[config.mk]
export PLATFORM = sky130hd
export DESIGN_NAME = ball_motion
export DESIGN_NICKNAME = d
export VERILOG_FILES = /design/src/rtl/breakout_pkg.sv /design/src/rtl/hit_arbiter.sv /design/src/rtl/ball_motion.sv
export SDC_FILE = /design/constraint.sdc
export NUM_CORES = 1
export LEC_CHECK = 0
export CAP_MARGIN = 20
export CORE_ASPECT_RATIO = 1.75
export CORE_UTILIZATION = 45
export DETAILED_ROUTE_END_ITERATION = 7
export PLACE_DENSITY = 0.88
export SYNTH_ARGS = -nofsm -noshare
export SYNTH_HDL_FRONTEND = slang
export SYNTH_SLANG_ARGS = --single-unit
export TNS_END_PERCENT = 20
[constraint.sdc]
create_clock -name i_clk -period 7.2 [get_ports i_clk]
set_clock_uncertainty 0.05 [all_clocks]
set_input_delay 0.72 -clock i_clk [delete_from_list [all_inputs] [get_ports i_clk]]
set_output_delay 0.72 -clock i_clk [all_outputs]
set_load 0.01 [all_outputs]
[src/rtl/breakout_pkg.sv]
`default_nettype none
// ----------------------------------------------------------------------------
// breakout_pkg -- hit codes, display defaults and ball FSM states shared by
// the breakout blocks.                                        Revision: 1.0
// ----------------------------------------------------------------------------
package breakout_pkg;

  localparam logic [1:0] HIT_NONE   = 2'b00;
  localparam logic [1:0] HIT_VERT   = 2'b01;
  localparam logic [1:0] HIT_HORZ   = 2'b10;
  localparam logic [1:0] HIT_CORNER = 2'b11;

  localparam int DEF_D_WIDTH  = 640;
  localparam int DEF_D_HEIGHT = 480;

  typedef enum logic [2:0] {
    ST_IDLE = 3'd0,
    ST_RUN  = 3'd1,
    ST_ACK  = 3'd2,
    ST_LOST = 3'd3,
    ST_OVER = 3'd4
  } ball_state_e;

endpackage
`default_nettype wire

[src/rtl/hit_arbiter.sv]
`default_nettype none
// ----------------------------------------------------------------------------
// hit_arbiter -- folds the per-block hit slots into one combined code, a
// count of reporting blocks and an any-hit flag.              Revision: 1.0
// ----------------------------------------------------------------------------
module hit_arbiter
  import breakout_pkg::*;
#(
  parameter int N_BLOCKS = 8,
  parameter int CNT_W    = $clog2(N_BLOCKS + 1)
) (
  input  logic [2*N_BLOCKS-1:0] i_hit,
  output logic [1:0]            o_code,
  output logic [CNT_W-1:0]      o_count,
  output logic                  o_any
);

  logic [1:0]          w_slot [N_BLOCKS];
  logic [N_BLOCKS-1:0] w_nz;

  for (genvar k = 0; k < N_BLOCKS; k++) begin : g_slot
    assign w_slot[k] = i_hit[2*k +: 2];
    assign w_nz[k]   = (w_slot[k] != HIT_NONE);
  end

  always_comb begin
    o_code  = HIT_NONE;
    o_count = '0;
    for (int k = 0; k < N_BLOCKS; k++) begin
      o_code  = o_code | w_slot[k];
      o_count = o_count + CNT_W'(w_nz[k]);
    end
  end

  assign o_any = |w_nz;

endmodule
`default_nettype wire

[src/rtl/ball_motion.sv]
`default_nettype none
// ----------------------------------------------------------------------------
// ball_motion -- breakout ball FSM: serve, motion, wall/paddle/block bounce,
// score, lives. Define BALL_LIVES_EN for three lives.         Revision: 1.0
// ----------------------------------------------------------------------------
module ball_motion
  import breakout_pkg::*;
#(
  parameter int S_SIZE   = 10,
  parameter int IX       = 320,
  parameter int IY       = 400,
  parameter int D_WIDTH  = DEF_D_WIDTH,
  parameter int D_HEIGHT = DEF_D_HEIGHT,
  parameter int N_BLOCKS = 8
) (
  input  logic                  i_clk,
  input  logic                  i_rst,
  input  logic                  i_ani_stb,
  input  logic                  i_animate,
  input  logic                  i_start,
  input  logic [11:0]           i_x1,
  input  logic [11:0]           i_x2,
  input  logic [11:0]           i_py1,
  input  logic [2*N_BLOCKS-1:0] i_hit,
  output logic [11:0]           o_x,
  output logic [11:0]           o_y,
  output logic [11:0]           o_x1,
  output logic [11:0]           o_x2,
  output logic [11:0]           o_y1,
  output logic [11:0]           o_y2,
  output logic                  o_col_detected,
  output logic [8:0]            o_score,
  output logic [1:0]            o_lives,
  output logic                  o_endgame
);

  localparam int          CNT_W    = $clog2(N_BLOCKS + 1);
  localparam logic [11:0] c_size   = 12'(S_SIZE);
  localparam logic [12:0] c_size13 = 13'(S_SIZE);
  localparam logic [11:0] c_ix     = 12'(IX);
  localparam logic [11:0] c_iy     = 12'(IY);
  localparam logic [11:0] c_xmax   = 12'(D_WIDTH - S_SIZE - 1);
  localparam logic [11:0] c_ymiss  = 12'(D_HEIGHT - S_SIZE);
  localparam logic [8:0]  c_win    = 9'(N_BLOCKS);

  // Direction flags: 1 means +1 pixel per strobe, 0 means -1.
  ball_state_e state_q, state_d;
  logic [11:0] x_q, x_d, y_q, y_d;
  logic        dx_q, dx_d, dy_q, dy_d;
  logic [8:0]  score_q, score_d;
  logic        col_q, col_d;

  logic [1:0]       w_code;
  logic [CNT_W-1:0] w_count;
  logic             w_any;
  logic             w_step;
  logic             w_miss;
  logic             w_paddle;
  logic [9:0]       w_score_sum;

  hit_arbiter #(
    .N_BLOCKS (N_BLOCKS),
    .CNT_W    (CNT_W)
  ) u_hit_arbiter (
    .i_hit   (i_hit),
    .o_code  (w_code),
    .o_count (w_count),
    .o_any   (w_any)
  );

  assign w_step      = i_ani_stb & i_animate;
  assign w_miss      = (y_q >= c_ymiss);
  assign w_paddle    = dy_q && (({1'b0, y_q} + c_size13) == {1'b0, i_py1}) &&
                       (x_q >= i_x1) && (x_q <= i_x2);
  assign w_score_sum = {1'b0, score_q} + 10'(w_count);

`ifdef BALL_LIVES_EN
  logic [1:0] lives_q, lives_d;
`endif

  always_comb begin
    state_d = state_q;
    x_d     = x_q;
    y_d     = y_q;
    dx_d    = dx_q;
    dy_d    = dy_q;
    score_d = score_q;
`ifdef BALL_LIVES_EN
    lives_d = lives_q;
`endif
    // Clearing the board overrides every other transition and freezes the ball.
    if ((state_q != ST_OVER) && (score_q >= c_win)) begin
      state_d = ST_OVER;
    end else begin
      case (state_q)
        ST_IDLE: begin
          x_d  = c_ix;
          y_d  = c_iy;
          dx_d = 1'b1;
          dy_d = 1'b0;
          if (i_start) state_d = ST_RUN;
        end
        ST_RUN, ST_ACK: begin
          if (w_miss) begin
            state_d = ST_LOST;
          end else begin
            if ((state_q == ST_RUN) && w_any) begin
              if ((w_code & HIT_VERT) != HIT_NONE) dy_d = ~dy_q;
              if ((w_code & HIT_HORZ) != HIT_NONE) dx_d = ~dx_q;
              score_d = (w_score_sum > 10'd511) ? 9'd511 : w_score_sum[8:0];
              state_d = ST_ACK;
            end else if ((state_q == ST_ACK) && !w_any) begin
              state_d = ST_RUN;
            end
            // Walls are applied after block reflection so their absolute
            // direction wins; the move uses the freshly resolved direction.
            if (w_step) begin
              if (w_paddle)         dy_d = 1'b0;
              if (x_q <= c_size)    dx_d = 1'b1;
              if (x_q >= c_xmax)    dx_d = 1'b0;
              if (y_q <= c_size)    dy_d = 1'b1;
              x_d = dx_d ? (x_q + 12'd1) : (x_q - 12'd1);
              y_d = dy_d ? (y_q + 12'd1) : (y_q - 12'd1);
            end
          end
        end
        ST_LOST: begin
`ifdef BALL_LIVES_EN
          lives_d = lives_q - 2'd1;
          if (lives_q == 2'd1) begin
            state_d = ST_OVER;
          end else begin
            state_d = ST_IDLE;
            x_d     = c_ix;
            y_d     = c_iy;
            dx_d    = 1'b1;
            dy_d    = 1'b0;
          end
`else
          state_d = ST_OVER;
`endif
        end
        ST_OVER: begin
          state_d = ST_OVER;
        end
        default: begin
          state_d = ST_IDLE;
        end
      endcase
    end
    col_d = (state_d == ST_ACK);
  end

  always_ff @(posedge i_clk) begin
    if (i_rst) begin
      state_q <= ST_IDLE;
      x_q     <= c_ix;
      y_q     <= c_iy;
      dx_q    <= 1'b1;
      dy_q    <= 1'b0;
      score_q <= '0;
      col_q   <= 1'b0;
    end else begin
      state_q <= state_d;
      x_q     <= x_d;
      y_q     <= y_d;
      dx_q    <= dx_d;
      dy_q    <= dy_d;
      score_q <= score_d;
      col_q   <= col_d;
    end
  end

`ifdef BALL_LIVES_EN
  always_ff @(posedge i_clk) begin
    if (i_rst) lives_q <= 2'd3;
    else       lives_q <= lives_d;
  end
  assign o_lives = lives_q;
`else
  assign o_lives = 2'd1;
`endif

  assign o_x            = x_q;
  assign o_y            = y_q;
  assign o_x1           = x_q - c_size;
  assign o_x2           = x_q + c_size;
  assign o_y1           = y_q - c_size;
  assign o_y2           = y_q + c_size;
  assign o_col_detected = col_q;
  assign o_score        = score_q;
  assign o_endgame      = (state_q == ST_OVER);

endmodule
`default_nettype wire

* Word-level counts from Yosys, hierarchy flattened
Cells that the tools add are included.
** Cells by class
- Order comparisons :: 8
- Shift-type cells :: 0
- Reduce and logical (&&, ||, !) cells :: 23
- Bitwise logic cells :: 12
- Eq/ne operators :: 9
- Multiplexer cells :: 37
- Divide/modulo/power cells :: 0
- Multiply operators :: 0
- $add $sub $neg :: 17
** Operators by type and width (count)
- $mux 12 :: 6
- $pmux 12 s2 :: 2
- $add 12x1->12 const B :: 2
- $add 12x4->12 const B :: 2
- $add 4x1->4 :: 6
- $le 12x4->1 const B :: 2
- $sub 12x1->12 const B :: 2
- $sub 12x4->12 const B :: 2
- $mux 1 :: 20
- $reduce_bool 2->1 :: 9
- $mux 3 :: 5
- $or 2x2->2 :: 7
- $add 12x4->13 const B :: 1
- $eq 13x12->1 :: 1
- $ge 12x10->1 const B :: 1
- $ge 12x12->1 :: 1
- $ge 12x9->1 const B :: 1
- $le 12x12->1 :: 1
- $add 9x4->10 :: 1
- $gt 10x9->1 const B :: 1
- $eq 3x2->1 const B :: 3
- $ge 9x4->1 const B :: 1
- $mux 9 :: 1
- $pmux 3 s3 :: 1
- other kinds (15) :: 27
** Storage, ports and cells
- RAM bits :: 0
- Bits in read-only memories :: 0
- Bits in registers :: 39
- Bits in latches :: 0
- Memories :: 0
- Output and inout port bits :: 85
- Bits of input ports :: 57

* Longest topological paths before layout
- Depth in word-level cells :: 19
- Depth in mapped cells :: 19
- Mapped depth without buffers :: 18

* Cells and area by module
Synthesis repeated with hierarchy kept, for this count alone.
** Second synthesis, totals
- Cell total of the unflattened synthesis :: 580
- Area total of the unflattened synthesis :: 4423.0 µm²
** Modules (own cells, without submodules)
- ball_motion :: sequential area each 780.7 µm², cells each 548, area each 4180.3 µm², times used 1
- hit_arbiter :: sequential area each 0.0 µm², cells each 32, area each 242.7 µm², times used 1

* Worst setup path after synthesis
OpenSTA, ideal clock, no wires.
- Path kind :: flip-flop to flip-flop
- Start :: reg y_q[2], in the netlist o_y[2]
- End :: reg y_q[11], in the netlist o_y[11]
- Path buffers :: 0
- Cell stages (with the launch flop) :: 18
- Data required time :: 7.092 ns
- Slack :: 2.535 ns
- Arrival time :: 4.557 ns
- Period minus slack after synthesis :: 4.665 ns
- Setup time :: 0.058 ns
- Path through :: dfxtp_1 > ha_1 > o211ai_1 > or3_1 > a21o_1 > a221o_1 > nor4_2 > a21o_1 > nor2b_1 > ha_1 > a211oi_1 > o21ai_0 > nand3_1 > a31o_2 > nor4_1 > a211o_1 > a2111oi_2 > a21o_1
** Between the ends
- Word-level cells in the longest chain between the ends :: 15
** Ends and longest elaborated chain
- start: declaration :: RTL line ball_motion.sv:48 : logic [11:0] x_q, x_d, y_q, y_d;
- start signal: assignment :: RTL line ball_motion.sv:158 : y_q <= c_iy;
- start signal: assignment :: RTL line ball_motion.sv:166 : y_q <= y_d;
- $add 12x4->13 :: RTL line ball_motion.sv:73 : assign w_paddle = dy_q && (({1'b0, y_q} + c_size13) == {1'b0, i_py1}) &&
- $eq 13x12->1 :: RTL line ball_motion.sv:73
- $logic_and 1x1->1 (2 in a row) :: RTL line ball_motion.sv:73
- $logic_and 1x1->1 :: RTL line ball_motion.sv:74 : (x_q >= i_x1) && (x_q <= i_x2);
- $mux 1 :: RTL line ball_motion.sv:118 : if (w_paddle) dy_d = 1'b0;
- $mux 1 :: RTL line ball_motion.sv:121 : if (y_q <= c_size) dy_d = 1'b1;
- $mux 1 :: RTL line ball_motion.sv:117 : if (w_step) begin
- $mux 1 :: RTL line ball_motion.sv:104 : if (w_miss) begin
- $mux 1 :: RTL line ball_motion.sv:95 : case (state_q)
- $mux 1 :: RTL line ball_motion.sv:92 : if ((state_q != ST_OVER) && (score_q >= c_win)) begin
- $mux 12 :: RTL line ball_motion.sv:123 : y_d = dy_d ? (y_q + 12'd1) : (y_q - 12'd1);
- $mux 12 :: RTL line ball_motion.sv:117
- $mux 12 :: RTL line ball_motion.sv:104
- $pmux 12 s2 :: RTL line ball_motion.sv:95
Parallel ways exist; a longest one is shown, timed or not. The select of a mux whose other input is x is not followed.
A chain may end at the register's enable or synchronous reset.

* Worst setup path in the final report
- Start :: reg y_q[1], in the netlist o_y[1]
- End :: reg y_q[11], in the netlist o_y[11]
Same word-level chain as after synthesis.

==> out/qor.tcl <==
set qor(max_freq_mhz) 175
set qor(yosysMostFrequentCell) {sky130_fd_sc_hd__nor2_1}
set qor(finish.net_count) 847
set qor(syn_inst) 613
set qor(clockBufferDepth) 2
set qor(drv_slew) 0
set qor(final_antenna_net_count) 0
set qor(setup.reg_to_reg.worst_slack_ns) 1.48
set qor(peakVddDrop_mv) 0.226
set qor(worst_slew_margin_rel_pct) 34.9
set qor(gr-usage-all-layers_pct) 26.2
set qor(cts_made_buffers) 5
set qor(r2r_cells) 18
set qor(number_of_warnings_printed_during_yosys_synthesis) 0
set qor(cap_violations) 0
set qor(post-route-drc-count) 0
set qor(clkSinkCount) 39
set qor(predominant_post_synthesis_flop_cell) {sky130_fd_sc_hd__dfxtp_1}
set qor(yosysTopAreaCellShare_pct) 16.5
set qor(post_drt_wl_per_cell_um) 16.9
set qor(place.detailed.hpwl_um) 11200
set qor(synth_nets) 734
set qor(timing.final.setup_violations) 0
set qor(num-fill-cells) 860
set qor(final_hold_violation_count) 0
set qor(netlist-cell-type-count) 72
set qor(power_frac_seq_pct) 17.6
set qor(fin_crit_ns) 5.72
set qor(dpl.cell_count) 846
set qor(core_um2) 10200
set qor(pwr_density_cell_nw_per_um2) 337
set qor(first_iter_violations) 405
set qor(dr.pass1.iters) 6
set qor(final_layout_size_suffix_gt1_share_pct) 3.85
set qor(postCtsResizedCells) 0
set qor(die_height_um) 138
set qor(clk_pin_slew_worst_paths_ns) 0.06
set qor(p_switching_mw) 1.01
set qor(synth_area_um2) 4750
set qor(grt_setup_unrepaired) {false}
set qor(synth_async_sr_flop_share_pct) 0
set qor(netlist_top_cells_area) {sky130_fd_sc_hd__dfxtp_1 16%, sky130_fd_sc_hd__ha_1 15%, sky130_fd_sc_hd__xnor2_1 7.6%}
set qor(clkPwrFrac_pct) 11.3
set qor(tightestPinTransition_ns) 0.976
set qor(synth_commonest_cells) {72 x sky130_fd_sc_hd__nor2_1, 57 x sky130_fd_sc_hd__ha_1, 50 x sky130_fd_sc_hd__inv_1, 41 x sky130_fd_sc_hd__xnor2_1, 39 x sky130_fd_sc_hd__dfxtp_1}
set qor(mean_instance_size_in_the_synthesized_netlist_um2) 7.74
set qor(ys_seq_elements) 39
set qor(via_count_of_the_first_global_routing_pass) 4967
set qor(internal_pwr_total_mw) 1.11
set qor(worstSetupStartpointType) {register}
set qor(wl_um) 14400
set qor(tritoncts) {done}
set qor(instances_no_fill) 854
set qor(power.combinational.fraction_pct) 71.1
set qor(power.share.switching_pct) 47.7
set qor(design.die.area_um2) 11000
set qor(buffer_ports.inserted) 139
set qor(worst_path_maximum_fanout) 12
set qor(vias) 5003
set qor(rows) 49
set qor(synth_seq_area_share_pct) 16.5
set qor(ioPinCount) 142
set qor(cts.root.buffer_cell) {sky130_fd_sc_hd__clkbuf_16}
set qor(synthesis_to_finish_area_growth_pct) 32.6
set qor(place_congestion) 0.945
set qor(cp_data_arrival_time_ns) 5.91
set qor(setup.worst_path.class) {reg -> reg}
set qor(grt_antenna_before_repair) 0
set qor(ctsHtreeMaxLevel) 2
set qor(leakage_nw) 2.66
set qor(setup_total_negative_slack_ns) 0
set qor(postCtsHoldBufs) 0
set qor(cp_data_required_time_ns) 7.39
set qor(start_util_pct) 46.4
set qor(grt_start_max_net_pins) 32
set qor(clk_latency_ns) 0.29
set qor(final_min_period_over_clock_period_pct) 79.5
set qor(area.sequential_um2) 781
set qor(synthDominantAreaCellType) {sky130_fd_sc_hd__dfxtp_1}
set qor(antennaDiodeCount) 0
set qor(die_width_um) 79.6
set qor(grt_pass1_wl_um) 22600
set qor(number_of_enable_type_register_cells_in_the_synthesized_netlist) 0
set qor(post-cts-setup-buffers) 0
set qor(multi_input_comb_area_um2) 3600
set qor(min_path_type) {reg -> reg}
set qor(end_kind) {register}
set qor(hold-path-cell-count) 1
set qor(run_status) {finished clean}
set qor(avgViaCountPerCell) 5.86
set qor(grt_overflow_total) 0
power by group through the flow:
stage / logic [mW] / registers [mW] / clock network, mW
after floorplan: 1.10 / 0.316 / 0
after global placement: 1.43 / 0.372 / 0
after detailed placement: 1.49 / 0.374 / 0
after CTS: 1.50 / 0.370 / 0.240
after global routing: 1.65 / 0.382 / 0.249
final: 1.51 / 0.374 / 0.240
placed cells by master, fill, tap and decap left out, types with 4 or more instances in the layout:
master	instances
sky130_fd_sc_hd__nor2b_1	16
sky130_fd_sc_hd__nand3_1	10
sky130_fd_sc_hd__o21a_1	6
sky130_fd_sc_hd__a21oi_1	35
sky130_fd_sc_hd__nand4_1	10
sky130_fd_sc_hd__a21o_1	15
sky130_fd_sc_hd__a22oi_1	12
sky130_fd_sc_hd__nor2_1	72
sky130_fd_sc_hd__nor3_1	25
sky130_fd_sc_hd__a211o_1	4
sky130_fd_sc_hd__a31oi_1	6
sky130_fd_sc_hd__fa_1	7
sky130_fd_sc_hd__nand2b_1	8
sky130_fd_sc_hd__nand2_1	33
sky130_fd_sc_hd__inv_1	50
sky130_fd_sc_hd__clkdlybuf4s50_1	139
sky130_fd_sc_hd__dfxtp_1	39
sky130_fd_sc_hd__and2_1	4
sky130_fd_sc_hd__nor3b_1	5
sky130_fd_sc_hd__xor2_1	20
sky130_fd_sc_hd__nor4_1	10
sky130_fd_sc_hd__clkbuf_16	5
sky130_fd_sc_hd__xnor2_1	41
sky130_fd_sc_hd__o21ai_0	22
sky130_fd_sc_hd__ha_1	57
sky130_fd_sc_hd__or2_2	5
path summary, 6_finish.rpt:
check                                from                 endpoint
setup / recovery      o_y[1]$_SDFFE_PP0P_     o_y[11]$_SDFFE_PP0P_
hold / removal    o_score[8]$_SDFFE_PP0P_  o_score[8]$_SDFFE_PP0P_
setup reg to reg      o_y[1]$_SDFFE_PP0P_     o_y[11]$_SDFFE_PP0P_
hold reg to reg   o_score[8]$_SDFFE_PP0P_  o_score[8]$_SDFFE_PP0P_
state kept, by name, indices dropped and copies added, names as in the netlist:
| register | count |
|---|---|
| dx_q | 1 |
| dy_q | 1 |
| o_col_detected | 1 |
| o_score | 9 |
| o_x | 12 |
| o_y | 12 |
| state_q | 3 |
cells by family (layout without fill, tap and decap cells):
kind of cell	Yosys count	in the layout	share of synthesized area [%]
and+or+nand+nor	218	218	23.6
AOI/OAI and AO/OA	135	135	20.0
buffers and inverters	86	200	7.99
adders and majority gates	65	65	18.2
xor gates and xnor gates	65	65	13.0
DFF	39	39	16.5
muxes	3	3	0.633
other	2	2	0.158
stage by stage:
step | area (um^2) | power, mW | util (%) | setup slack [ns] | hold WS, ns
finish | 6290 | 2.12 | 61.5 | 1.48 | 0.431
detailed placement | 6130 | 1.86 | 59.9 | 1.55 | 0.425
global placement | 6130 | 1.80 | 59.9 | 1.70 | 0.419
CTS | 6290 | 2.11 | 61.5 | 1.59 | 0.434
floorplan | 4750 | 1.41 | - | 2.54 | 0.441
global route | 6290 | 2.28 | 61.5 | 1.11 | 0.450
layout make-up:
type,instances,area share (%)
Multi-Input combinational cell,488,57.1
Timing Repair Buffer,141,22.3
Sequential cell,39,12.4
Inverter,51,3.04
Tap cell,127,2.52
Clock buffer,7,2.43
Clock inverter,1,0.119
critical path, stage by stage, from the launching register on:
cell,delay (ns)
sky130_fd_sc_hd__dfxtp_1,0.65
sky130_fd_sc_hd__inv_1,0.17
sky130_fd_sc_hd__ha_1,0.38
sky130_fd_sc_hd__xnor2_1,0.20
sky130_fd_sc_hd__nand4_1,0.11
sky130_fd_sc_hd__nor3b_1,0.32
sky130_fd_sc_hd__nand4_1,0.28
sky130_fd_sc_hd__nor4_2,0.44
sky130_fd_sc_hd__a21o_1,0.19
sky130_fd_sc_hd__nor2b_1,0.71
sky130_fd_sc_hd__ha_1,0.37
sky130_fd_sc_hd__o21ai_0,0.13
sky130_fd_sc_hd__o21ai_0,0.26
sky130_fd_sc_hd__nand3_1,0.14
sky130_fd_sc_hd__a31o_2,0.30
sky130_fd_sc_hd__nor4b_1,0.18
sky130_fd_sc_hd__a211o_1,0.28
sky130_fd_sc_hd__a2111oi_2,0.38
sky130_fd_sc_hd__a21o_1,0.13
per-layer routing:
metal  GRT usage (%)  up-vias  wire, um
li1                -     2369         -
met1            25.1     2327      4960
met2            51.5      246      7960
met3            3.03       61       802
met4            15.9        0       697
met5               0        -         0
No activity file was read; power rests on OpenSTA's default activity.
